===== src/rtl/arb_xfer_ctrl.sv =====
// Burst transfer controller: locks the output channel to the granted requester
// and moves one fixed-length burst over a valid/ready handshake.
module arb_xfer_ctrl #(
    parameter  int unsigned DW    = 8,
    parameter  int unsigned BEATS = 4,
    localparam int unsigned CW    = (BEATS > 1) ? $clog2(BEATS) : 1
) (
    input  logic          clk,
    input  logic          rst,
    input  logic [2:0]    grant,
    input  logic [DW-1:0] wdata0,
    input  logic [DW-1:0] wdata1,
    input  logic [DW-1:0] wdata2,
    input  logic          out_ready,
    output logic          out_valid,
    output logic [DW-1:0] out_data,
    output logic [1:0]    out_src,
    output logic [CW-1:0] out_beat,
    output logic [2:0]    req_ack,
    output logic [2:0]    burst_done,
    output logic          busy
);

    typedef enum logic [1:0] {
        S_IDLE = 2'd0,
        S_XFER = 2'd1,
        S_DONE = 2'd2
    } state_t;

    state_t        r_state;
    logic [1:0]    r_owner;
    logic [CW-1:0] r_cnt;
    logic [2:0]    r_burst_done;

    logic          w_xfer;
    logic          w_accept;
    logic          w_last;
    logic [DW-1:0] w_mux;

    assign w_xfer   = (r_state == S_XFER);
    assign w_accept = w_xfer & out_ready;
    assign w_last   = (r_cnt == CW'(BEATS - 1));

    // Live data path from the current owner; requesters hold data until acked.
    always_comb begin
        w_mux = '0;
        case (r_owner)
            2'd0:    w_mux = wdata0;
            2'd1:    w_mux = wdata1;
            2'd2:    w_mux = wdata2;
            default: w_mux = '0;
        endcase
    end

    always_ff @(posedge clk or negedge rst) begin
        if (!rst) begin
            r_state      <= S_IDLE;
            r_owner      <= 2'd0;
            r_cnt        <= '0;
            r_burst_done <= 3'b000;
        end else begin
            case (r_state)
                S_IDLE: begin
                    r_burst_done <= 3'b000;
                    // Encoded grants 1..3 map to owners 0..2; other codes ignored.
                    if (grant == 3'd1 || grant == 3'd2 || grant == 3'd3) begin
                        r_owner <= 2'(grant - 3'd1);
                        r_cnt   <= '0;
                        r_state <= S_XFER;
                    end
                end
                S_XFER: begin
                    if (w_accept) begin
                        if (w_last) begin
                            r_cnt        <= '0;
                            r_burst_done <= 3'(3'b001 << r_owner);
                            r_state      <= S_DONE;
                        end else begin
                            r_cnt <= r_cnt + CW'(1);
                        end
                    end
                end
                S_DONE: begin
                    r_burst_done <= 3'b000;
                    r_state      <= S_IDLE;
                end
                default: begin
                    r_burst_done <= 3'b000;
                    r_state      <= S_IDLE;
                end
            endcase
        end
    end

    assign out_valid  = w_xfer;
    assign out_data   = w_xfer ? w_mux : '0;
    assign out_src    = w_xfer ? r_owner : 2'd0;
    assign out_beat   = w_xfer ? r_cnt : '0;
    assign req_ack    = w_accept ? 3'(3'b001 << r_owner) : 3'b000;
    assign burst_done = r_burst_done;
    assign busy       = (r_state != S_IDLE);

endmodule


===== config.mk =====
export PLATFORM = sky130hd
export DESIGN_NAME = arb_xfer_ctrl
export DESIGN_NICKNAME = d
export VERILOG_FILES = /design/src/rtl/arb_xfer_ctrl.sv
export SDC_FILE = /design/constraint.sdc
export NUM_CORES = 1
export LEC_CHECK = 0
export ABC_AREA = 1
export BUFFER_PORTS_ARGS = -buffer_cell sky130_fd_sc_hd__clkbuf_2
export CORE_ASPECT_RATIO = 0.8
export CORE_MARGIN = 3
export CORE_UTILIZATION = 33
export DETAILED_ROUTE_END_ITERATION = 6
export GPL_TIMING_DRIVEN = 0
export MAX_ROUTING_LAYER = met4
export PLACE_DENSITY = 0.67
export SYNTH_ARGS = -nofsm -noshare
export SYNTH_HDL_FRONTEND = slang
export SYNTH_SLANG_ARGS = --single-unit

===== constraint.sdc =====
create_clock -name clk -period 1.1 [get_ports clk]
set_input_delay 0.165 -clock clk [delete_from_list [all_inputs] [get_ports clk]]
set_output_delay 0.165 -clock clk [all_outputs]
set_load 0.005 [all_outputs]

==> impl_summary.md, run 1 <==
Global route
The number of global-route vias before repair was 923. Entering global routing, the biggest net connects 10 pins. The first global-routing pass estimated 3900 um of wire. The global routing usage summed across all routing layers is 17.6%. The initial antenna violation count came to 0. The total overflow left after global routing is 0.

Drt
The total number of vias is 1006. The routed wirelength normalized by instance count is 11.9 um. In this run the remaining antenna-violating nets after routing total 0. The count of unresolved DRC violations after routing is 0. The wire length reported by the detailed router is 2570 um. The detailed router finished its first iteration with 42 violations. The average via count per standard cell is 4.68. The first detailed-routing pass took 4 iterations.

Clocking
The CTS clock-pin slew for the worst setup and hold paths is 0.06 ns. Counting along the longest clock path gives a buffer depth of 2. The clock tree from TritonCTS is yes. Clock latency on the worst-skew pair, taken at its later pin, is 0.27 ns. The cell at the root of the clock tree is sky130_fd_sc_hd__clkbuf_4. The clock drives 9 sinks. CTS built an H-tree with a depth of 1.

Clock tree synthesis inserted a total of 3 buffers.

STA
For this run, the top clock speed supported by timing is 665 MHz. The headroom to the max-slew limit is 84.8%. The smallest clock period supported by the final layout is computed as 1.50 ns.

Dividing the final minimum period by the clock period gives 137%. The worst hold slack after final layout is 0.128 ns. The largest clock skew in the final design is 0.00655 ns. Setup repair after global routing could not meet its margin everywhere.

Across all setup checks in the final design, the least slack found is -0.404 ns. Setup violations remaining at the end of the flow were counted as 22. Adding up every negative setup slack in the final design gives -5.45 ns. The hold violation count in the final report was 0. The pin slew with the least headroom to its limit is 0.227 ns. The number of max-slew violations in the final report is 0.

Final layout
The register area is 225 um2. For this run, the number of standard cells in the final layout without fillers is 215. The diode insertion count for antenna repair is 0. The combined area of the multi-input logic cells is 504 um2. Of the cells placed in the final design, the portion with a size suffix greater than 1 is 48.9%.

After the last flow step, the layout net total stands at 225. The post-synthesis to final-layout area growth is 67.5%. Summing all non-filler instances in the final layout gives an area of 0.00131 mm2. The commonest non-fill, non-tap cell in the layout is sky130_fd_sc_hd__clkbuf_2. Leaving out fill and tap cells, the most frequent cells in the layout are sky130_fd_sc_hd__clkbuf_2, sky130_fd_sc_hd__nand2_1, sky130_fd_sc_hd__nand3_1. The number of fill cells in the layout is 195.

Pwr
The design internal power is 1.83 mW. The worst supply voltage drop on vdd is 0.00166 V. The portion of total power attributed to the clock network is 7.6%. The proportion of power drawn by combinational gates is 75.9%. The power dissipated by switching net loads is 1.62 mW. Power spread over the standard cell area amounts to 2640 mW/mm2.

The sequential power share is 16.5%. In this run the static leakage power is 0.810 nW. The switching part of the total power is 47.0%.

Setup path
The launch point of the worst path is r_owner[0]. Of all nets on the critical path, the largest fanout is 7. The last element of the critical path is out_data[5]. The type of origin of the critical path is a flip-flop. For the worst setup path, the data required time is 0.94 ns. The worst register-to-register path has a depth of 8. The data arrival at the endpoint of the critical path is 1.34 ns. The setup path with the least slack is of type flip-flop to output pin. In this run the critical register-to-register path is captured at r_cnt[0]. The slack of the worst reg-to-reg path is -0.09 ns.

The sort of element at the end of the critical path is an output pin. The reg-to-reg startpoint is r_state[0].

Synthesis
Synthesis produced a netlist with a net count of 152. The gate count of the mapped netlist is 118. The synthesized area per cell is 6.62 um2. The count of yosys warnings during synthesis is 0. In this run, synthesis produced a sequential element count of 9. The number of different library cells used by synthesis comes to 16. The post-synthesis instance area is 781 um2.

The share of the Yosys chip area taken by registers is 28.8%.

Placement
Once detailed placement completed, the half-perimeter wirelength came to 1670 um. The count of buffers from port buffering is 49. After detailed placement, the design holds a cell count of 192. OpenSTA, run right after detailed placement, puts the worst setup slack at -0.154 ns.

The total placed instance area is 0.00106 mm2. The weighted congestion reported at the end of routability-driven placement is 0.717.

Floorplan
During I/O placement, the number of pins put on the boundary was 50. The die covers 0.00299 mm2. From bottom edge to top edge, the die measures 49.5 um.

Measured along the x axis, the die boundary spans 60.4 um. The floorplan step defined a core boundary enclosing 0.00220 mm2. The initial utilization of the core area, before any placement, comes to 35.6%.

After floorplanning, the core was divided into 15 placement rows.

Run status
The final reports fail on setup timing. The run finished, with violations left.

Job
The max capacitance violation total is 0.

Worst hold path
The path class of the tightest hold or removal check is input port to flip-flop. The source of the worst hold timing path is grant[0].
power by group through the flow:
stage	Sequential (mW)	Clock, mW	Combinational, mW
after CTS	0.560	0.265	2.28
after global routing	0.585	0.290	2.89
after global placement	0.556	0	1.83
final	0.570	0.261	2.62
after detailed placement	0.561	0	1.86
after floorplan	0.552	0	1.26
worst max-delay path, stage by stage, from the launching register on:
cell and delay, ns:
sky130_fd_sc_hd__dfrtp_1 0.37, sky130_fd_sc_hd__buf_6 0.16, sky130_fd_sc_hd__nor2_4 0.18, sky130_fd_sc_hd__nand2_1 0.08
sky130_fd_sc_hd__nand3_1 0.08, sky130_fd_sc_hd__nand2_1 0.05, sky130_fd_sc_hd__inv_1 0.05, sky130_fd_sc_hd__clkbuf_2 0.11
kinds of logic after synthesis:
logic type / synth area share, %
adder cells (fa/ha/maj): 6.41
AND/OR/NAND/NOR: 49.2
buffers and inverters: 14.9
AO/OA/AOI/OAI: 0.640
flip-flops: 28.8
state kept, by name, summed over array words and instances, names as in the netlist:
| register | cells |
|---|---|
| burst_done | 3 |
| r_cnt | 2 |
| r_owner | 2 |
| r_state | 2 |
metrics by stage:
step	utilization (%)	power (mW)
global placement	48.1	2.39
detailed placement	48.1	2.42
finish	59.5	3.45
CTS	55.1	3.10
global route	59.5	3.77
floorplan	-	1.81
per-layer routing:
metal / GRT usage, % / up-vias / share of wire, %
li1: - / 512 / -
met1: 22.4 / 458 / 43
met2: 27.3 / 29 / 50
met3: 3.93 / 7 / 5.1
met4: 5.54 / 0 / 1.1
met5: - / - / 0
worst min-delay path by stage:
stage                          to  slack [ns]  cells after the start
floorplan           burst_done[0]       -0.13                      0
global placement    burst_done[1]        0.03                      1
detailed placement     r_state[0]        0.03                      1
CTS                    r_owner[0]        0.13                      2
global route           r_owner[0]        0.13                      2
finish                 r_owner[0]        0.13                      2
area by class of cell:
cell class                 instances  share of cell area [%]
timing repair buffer              66                    30.1
inverter                          20                    6.70
sequential                         9                    17.2
tap                               25                    2.39
clock buffer                       3                    1.72
clock inverter                     1                   0.383
multi-input combinational         88                    38.6
buffer                             3                    2.87
synthesized netlist by cell type:
cell type / instances / share of area, %
sky130_fd_sc_hd__nor2_2: 1 / 0.80
sky130_fd_sc_hd__o21ai_1: 1 / 0.64
sky130_fd_sc_hd__nor2_8: 2 / 5.1
sky130_fd_sc_hd__ha_1: 4 / 6.4
sky130_fd_sc_hd__nand4_1: 1 / 0.80
sky130_fd_sc_hd__nand2_2: 3 / 2.4
sky130_fd_sc_hd__nor3_1: 4 / 2.6
sky130_fd_sc_hd__nor2_4: 1 / 1.4
sky130_fd_sc_hd__nand2_1: 46 / 22
sky130_fd_sc_hd__dfrtp_1: 9 / 29
sky130_fd_sc_hd__inv_4: 3 / 2.4
sky130_fd_sc_hd__nor2_1: 5 / 2.4
sky130_fd_sc_hd__inv_2: 1 / 0.48
sky130_fd_sc_hd__inv_1: 16 / 7.7
sky130_fd_sc_hd__nand3_1: 18 / 12
sky130_fd_sc_hd__buf_6: 3 / 4.3
what timing repair did:
item | in CTS | in global routing
hold endpoints to repair | 9 | 0
pin swaps | 2 | 4
gates cloned | 2 | 1
resized for setup | 12 | 14
hold buffers | 1 | 0
setup endpoints to repair | 19 | 24
setup buffers | 9 | 6
No activity file was read; power rests on OpenSTA's default activity.
==> run 2, diff against run 1 <==
--- a/config.mk
+++ b/config.mk
@@ -9,11 +9,12 @@
 export BUFFER_PORTS_ARGS = -buffer_cell sky130_fd_sc_hd__clkbuf_2
 export CORE_ASPECT_RATIO = 0.8
 export CORE_MARGIN = 3
-export CORE_UTILIZATION = 33
+export CORE_UTILIZATION = 37
+export CTS_CLUSTER_DIAMETER = 100
 export DETAILED_ROUTE_END_ITERATION = 6
 export GPL_TIMING_DRIVEN = 0
 export MAX_ROUTING_LAYER = met4
-export PLACE_DENSITY = 0.67
+export PLACE_DENSITY = 0.74
 export SYNTH_ARGS = -nofsm -noshare
 export SYNTH_HDL_FRONTEND = slang
 export SYNTH_SLANG_ARGS = --single-unit
==> run 2 against run 1 <==
  * The run still ends with setup timing left
  * Clock skew is essentially flat
  * Worst setup slack worse by 0.058 ns
  * Die area fell by 9.6%
  * First-iteration DRC count shrank 43%
  * Cell count up 0.93%
  * Combinational power rose by 18%
  * Critical endpoint is now out_data[4]
  * Via count is 7.2% higher
  * Clock power is 2% higher
==> impl_summary.md, run 2 (synthesis gave the netlist of run 1 again) <==
Drt
The average via count per standard cell is 4.97. The pre-antenna-repair detailed-routing pass consisted of 4 iterations. In this run the remaining antenna-violating nets after routing total 0. In the final routed layout, each cell accounts on average for 13.5 um. The number of DRC violations after detailed-routing iteration 0 is 24. For this run, design rule violations remaining after detail routing come to 0. The final layout contains routed wiring with a total length of 2920 um. For this block, the via count after detailed routing is 1078.

Placement
The weighted congestion reported at the end of routability-driven placement is 0.727. Summing all placed instances gives a cell area of 0.00106 mm2. The placement-stage worst setup slack is -0.155 ns. Buffers placed on the I/O ports in this run total 49. The detailed placer's ending HPWL is 1660 um.

Final layout
Cells with a size suffix above 1 make up 54.9% of the layout. The commonest non-fill, non-tap cell in the layout is sky130_fd_sc_hd__clkbuf_2. At the end of the flow, the number of nets in the layout was 228. Fill cells in the final layout number 132.

The top cell types in the final layout, fill and taps aside, are sky130_fd_sc_hd__clkbuf_2, sky130_fd_sc_hd__nand2_1, sky130_fd_sc_hd__inv_1, sky130_fd_sc_hd__nand3_1, sky130_fd_sc_hd__buf_4. The diode insertion count for antenna repair is 0. The post-synthesis to final-layout area growth is 83.0%.

Summing all flip-flop and latch instances after layout gives 225 um2. Summing all non-filler instances in the final layout gives an area of 0.00143 mm2. Summing all multi-input logic gate instances after layout gives 577 um2. The register with the most flip-flops in the layout has 3 of them.

STA
The pin slew with the least headroom to its limit is 0.227 ns. The number of max-slew violations in the final report is 0. The count of final setup violators is 23.

Final hold analysis gives a worst-case slack of 0.127 ns. The post-layout worst setup margin is -0.462 ns. The hold violation count in the final report is 0. The final critical path time including I/O delays and setup is 1.56 ns.

Setup repair after global routing could not meet its margin everywhere. After layout, the worst path uses 142% of the clock period. Headroom to the max-slew limit came out at 84.9%. For this run, the top clock speed supported by timing is 640 MHz. Between clock sinks in the finished design, the worst skew comes to 0.00609 ns.

The accumulated negative setup slack is -5.67 ns.

Clocking
The clock passes through at most 2 buffers. Clock-pin slew was measured on the worst setup and hold paths at 0.06 ns. The maximum level of the CTS H-tree is 1.

The clock reaches the later pin of the worst-skew pair after 0.28 ns. The number of sinks driven by the clock tree is 9. The clock tree from TritonCTS is yes. The number of buffers inserted during clock tree synthesis is 3. The cell at the root of the clock tree is sky130_fd_sc_hd__clkbuf_4.

Global route
The maximum number of pins on one net before global-route repair is 10. For this run, the total global-route usage over all layers was measured as 20.2%. The number of global-route vias before repair is 860.

After global routing the overflow that remains totals 0. The initial antenna violation count came to 0. The first global-routing pass estimated 3850 um of wire.

Floorplan
The I/O pin count is 50. The placement row count is 14. In this run the standard cell core region covers 0.00194 mm2. In this run the vertical extent of the chip is 47.1 um. The starting utilization of the core area is 40.2%.

The die covers 0.00270 mm2. The width of the die is 57.4 um.

Setup path
For the worst setup path, the data arrival time is 1.40 ns. STA puts the critical path data required time at 0.94 ns. The type of the worst setup path is flip-flop to output pin. The sort of element at the end of the critical path is an output pin. The maximum fanout along the worst path is 7. STA classifies the critical path startpoint as a flip-flop.

Run status
The checks that failed: setup timing. The flow ran to the end, but the final reports show violations.

Pwr
The worst supply voltage drop on vdd is 0.00183 V. In this run the power density over the cells is 2750 mW/mm2. The leakage power total is 0.861 nW.

Job
The max capacitance violation total is 0.

Worst hold path
The min-delay analysis places its worst path in the category input port to flip-flop.
-- run 2: cell types whose count changed in the layout (fill, tap and decap cells not counted), sizes merged --
| cell | previous run | this run |
|---|---|---|
| buf | 22 | 29 |
| clkbuf | 49 | 44 |
| nor2 | 11 | 12 |
-- run 2: path summary, 6_finish.rpt --
path                                from            end  slack [ns]  cells past startpoint
max reg2reg                   r_owner[1]  burst_done[2]       -0.06                      7
max                           r_owner[0]    out_data[4]       -0.46                      7
min in group asynchronous            rst     r_state[1]        0.27                      2
min                             grant[0]     r_owner[0]        0.13                      2
min reg2reg                burst_done[2]  burst_done[2]        0.52                      2
max in group asynchronous            rst       r_cnt[0]        0.64                      2
-- run 2: metal layers --
| layer | track usage, % | vias up | wire length, um |
|---|---|---|---|
| li1 | - | 518 | - |
| met1 | 23.4 | 519 | 1090 |
| met2 | 33.8 | 35 | 1630 |
| met3 | 4.95 | 6 | 148 |
| met4 | 9.26 | 0 | 57 |
| met5 | - | - | 0 |
-- run 2: metrics by stage --
step	total power, mW	instances	utilization, %
finish	3.93	217	73.5
global route	4.25	217	73.5
CTS	3.38	213	66.5
detailed placement	2.42	191	54.3
global placement	2.38	191	54.3
floorplan	1.81	118	-
-- run 2: cell type report --
cell class,count,area share [%]
flip-flops and latches,9,15.8
well taps,24,2.10
clock buffers,3,1.58
repair buffers,68,29.8
clock inverters,1,0.350
plain buffers,3,3.24
multi-input cells,89,40.4
inverters,20,6.83
-- run 2: what timing repair did --
item                       CTS  global route
hold endpoints to repair     9             0
setup endpoints to repair   19            24
cloned                       4             0
hold buffers                 1             0
resized for setup           20            33
buffers inserted            13             6
pin swaps                    7             7
-- run 2: power breakdown --
part | switching, mW | total (mW) | internal (mW)
clock network | 0.132 | 0.267 | 0.135
logic | 1.64 | 3.09 | 1.46
registers | 0.108 | 0.577 | 0.469
total | 1.88 | 3.93 | 2.06
-- run 2: worst max-delay path, cell delays in order (launching register included) --
cell                       delay [ns]
sky130_fd_sc_hd__dfrtp_1         0.38
sky130_fd_sc_hd__buf_8           0.16
sky130_fd_sc_hd__nor2_4          0.18
sky130_fd_sc_hd__nand2_1         0.10
sky130_fd_sc_hd__nand3_1         0.09
sky130_fd_sc_hd__nand2_1         0.06
sky130_fd_sc_hd__inv_1           0.05
sky130_fd_sc_hd__clkbuf_2        0.10
==> run 3, diff against run 2 <==
--- a/config.mk
+++ b/config.mk
@@ -15,6 +15,7 @@
 export GPL_TIMING_DRIVEN = 0
 export MAX_ROUTING_LAYER = met4
 export PLACE_DENSITY = 0.74
+export REMOVE_ABC_BUFFERS = 1
 export SYNTH_ARGS = -nofsm -noshare
 export SYNTH_HDL_FRONTEND = slang
 export SYNTH_SLANG_ARGS = --single-unit
==> run 3 against run 2 <==
  * The flow still finishes with violations (setup timing)
  * Hold slack improved by 0.0035 ns
  * Clock skew shrank 0.0046 ns
  * Die area unchanged
  * Cell area increased by 2.2%
  * Clock-buffer cell count did not move
  * Global-route usage fell by 2.6 points
  * Combinational power about the same
  * Sequential share of layout area fell by 0.17 points
  * Critical endpoint is now out_data[7]
  * Largest cell class unchanged
==> impl_summary.md, run 3 (synthesis gave the netlist of run 1 again) <==
Run status
The checks that failed: setup timing. The run finished, with violations left.

Setup path
The signal on the critical path passes through buf_4, nor2_4, nand2_1, nand3_1, nand2_1, inv_1, clkbuf_2. The maximum fanout along the worst path is 6. The sort of element at the end of the critical path is an output pin. The buffer and inverter count on the worst path is 3. Data arrives at the worst endpoint at 1.51 ns. Counting stages on the worst path, the most repeated cell is sky130_fd_sc_hd__nand2_1. In this design, the stage delay of the slowest critical-path cell is 0.51 ns. Data on the critical path is required at its endpoint by 0.94 ns. By startpoint and endpoint, the worst setup path is classified as flip-flop to output pin. The worst setup path is launched from a flip-flop.

The cell with the largest stage delay on the worst path is sky130_fd_sc_hd__dfrtp_2. The cell class contributing the biggest share of worst-path delay is flip-flops.

STA
The upper clock frequency limit is 597 MHz. The share of the clock period used by the worst path is 152%. Setup violations remaining at the end of the flow were counted as 22. Setup repair after global routing could not meet its margin everywhere.

The pin slew with the least headroom to its limit is 0.265 ns. Setup slack on the critical path of the routed design comes to -0.575 ns. The worst pin sits at a relative slew slack of 82.4%. The hold violation count in the final report is 0. Subtracting the final worst setup slack from the clock period gives 1.68 ns. The largest clock skew in the final design is 0.00146 ns. The number of max-slew violations in the final report is 0.

Pwr
Internal power comes to 2.13 mW. The total power after layout is 4.05 mW. The switching part of the total power is 47.3%. For this design the ratio of total power to cell area is 2770 mW/mm2.

VDD sags by at most 0.00196 V. In this run the power spent charging and discharging nets is 1.92 mW. The sequential power share is 16.8%. The proportion of power drawn by combinational gates is 76.5%. In this run the static leakage power is 0.880 nW. The clock network burns 6.7% of the power.

Final layout
The register with the most flip-flops in the layout has 3 of them. Relative to the synthesized area, the layout overhead comes to 87.0%. The count of placed standard cells in the final layout, fillers left out is 219. Once layout is complete, the utilization of the core stands at 75.1%. The commonest non-fill, non-tap cell in the layout is sky130_fd_sc_hd__clkbuf_2. After the last flow step, the layout net total stands at 230. The top cell types in the final layout, fill and taps aside, are sky130_fd_sc_hd__clkbuf_2, sky130_fd_sc_hd__nand2_1, sky130_fd_sc_hd__inv_1.

The number of antenna diodes in the final layout is 0. The layout cell share with drive strength beyond 1 is 57.4%.

Placement
The HPWL after detailed placement is 1700 um. Including well taps, the total number of placed cells is 188. At the end of routability-driven placement, the weighted congestion stood at 0.715. The placement-stage worst setup slack is -0.300 ns. The count of buffers from port buffering is 49.

Clocking
The clock passes through at most 2 buffers. In this run the clock root is driven by a sky130_fd_sc_hd__clkbuf_4. TritonCTS created 3 clock buffers.

In this run the number of H-tree levels came out at 1. The CTS clock-pin slew for the worst setup and hold paths is 0.07 ns. The tree built by TritonCTS fans out to 9 sinks. For the worst-skew pair, the clock arrives at the later sink with an insertion delay of 0.26 ns.

The clock tree from TritonCTS is yes.

Global route
The sum of overflow across all layers after global routing is 0. The initial antenna violation count is 0. The global routing usage summed across all routing layers is 17.6%. The number of global-route vias before repair came to 841.

The wire length of the first global-routing pass is 3570 um. Entering global routing, the biggest net connects 14 pins.

Worst hold path
The class of the tightest hold or removal check is input port to flip-flop.

Floorplan
The width of the die is 57.4 um. The placement row count is 14. For this configuration, the core starts out at a cell density of 40.2%.

The floorplan step defined a die boundary enclosing 0.00270 mm2. 50 I/O pins were placed. The core region area is 0.00194 mm2.

In this run the vertical extent of the chip is 47.1 um.

Job
The max capacitance violation total is 0.

Drt
The average via count per standard cell is 5.14. The total iterations of the first detailed-routing run is 4. In the routed design, unresolved DRC markers number 0. The routed wirelength normalized by instance count is 15.1 um. The total number of vias is 1126.

The wire length reported by the detailed router is 3300 um. In this run, the number of DRC markers left after iteration 0 of detailed routing was 35. The number of nets with antenna violations after routing is 0.
-- run 3: cell count changes in the layout (fill, tap and decap cells not counted), sizes merged --
cell	previous run	this run
buf	29	31
clkinv	1	2
inv	20	19
-- run 3: cell type report --
class	instances	area, um2
Clock buffer	3	22.5
Clock inverter	1	5.00
Fill cell	137	484
Inverter	20	90.1
Multi-Input combinational cell	89	576
Sequential cell	9	228
Tap cell	24	30.0
Timing Repair Buffer	73	509
-- run 3: path summary, 6_finish.rpt --
path / start / endpoint / slack (ns) / cells after the start
max: r_owner[1] / out_data[7] / -0.58 / 7
min: grant[0] / r_owner[0] / 0.13 / 2
max reg2reg: r_owner[1] / burst_done[2] / -0.14 / 6
min reg2reg: burst_done[1] / burst_done[1] / 0.52 / 2
max in group asynchronous: rst / r_owner[1] / 0.59 / 2
min in group asynchronous: rst / burst_done[0] / 0.29 / 2
-- run 3: repair_timing --
action | in CTS | in global routing
gates resized for setup | 21 | 29
endpoints found under the hold margin | 9 | 0
hold buffers | 1 | 0
cloned | 1 | 3
pin swaps | 6 | 18
endpoints found under the setup margin | 21 | 25
buffers inserted | 13 | 10
-- run 3: power by group through the flow --
stage,logic (mW),registers (mW),clock network (mW)
finish,3.10,0.680,0.273
global route,3.35,0.695,0.287
CTS,2.22,0.688,0.274
detailed placement,1.63,0.681,0
global placement,1.57,0.671,0
floorplan,1.03,0.655,0
-- run 3: worst reg2reg max path, delay by kind of cell (launching register included) --
kind	cells	cell delay, ns
and+or+nand+nor	3	0.32
DFF	1	0.53
buffers and inverters	3	0.34
-- run 3: through the flow --
step / setup TNS (ns) / instance area, um2 / hold slack [ns]
6_report: -6.64 / 1460 / 0.130
5_1_grt: -8.06 / 1460 / 0.151
4_1_cts: -5.52 / 1250 / 0.118
3_5_place_dp: -3.05 / 1020 / 0.0399
3_3_place_gp: -2.53 / 1020 / 0.0278
2_1_floorplan: -0.518 / 747 / -0.131
-- run 3: per-layer routing --
metal / up-vias / track usage (%) / wire, um
li1: 524 / - / -
met2: 60 / 31.5 / 1780
met1: 536 / 21.9 / 1240
met5: - / - / 0
met4: 0 / 2.78 / 32
met3: 6 / 2.47 / 253
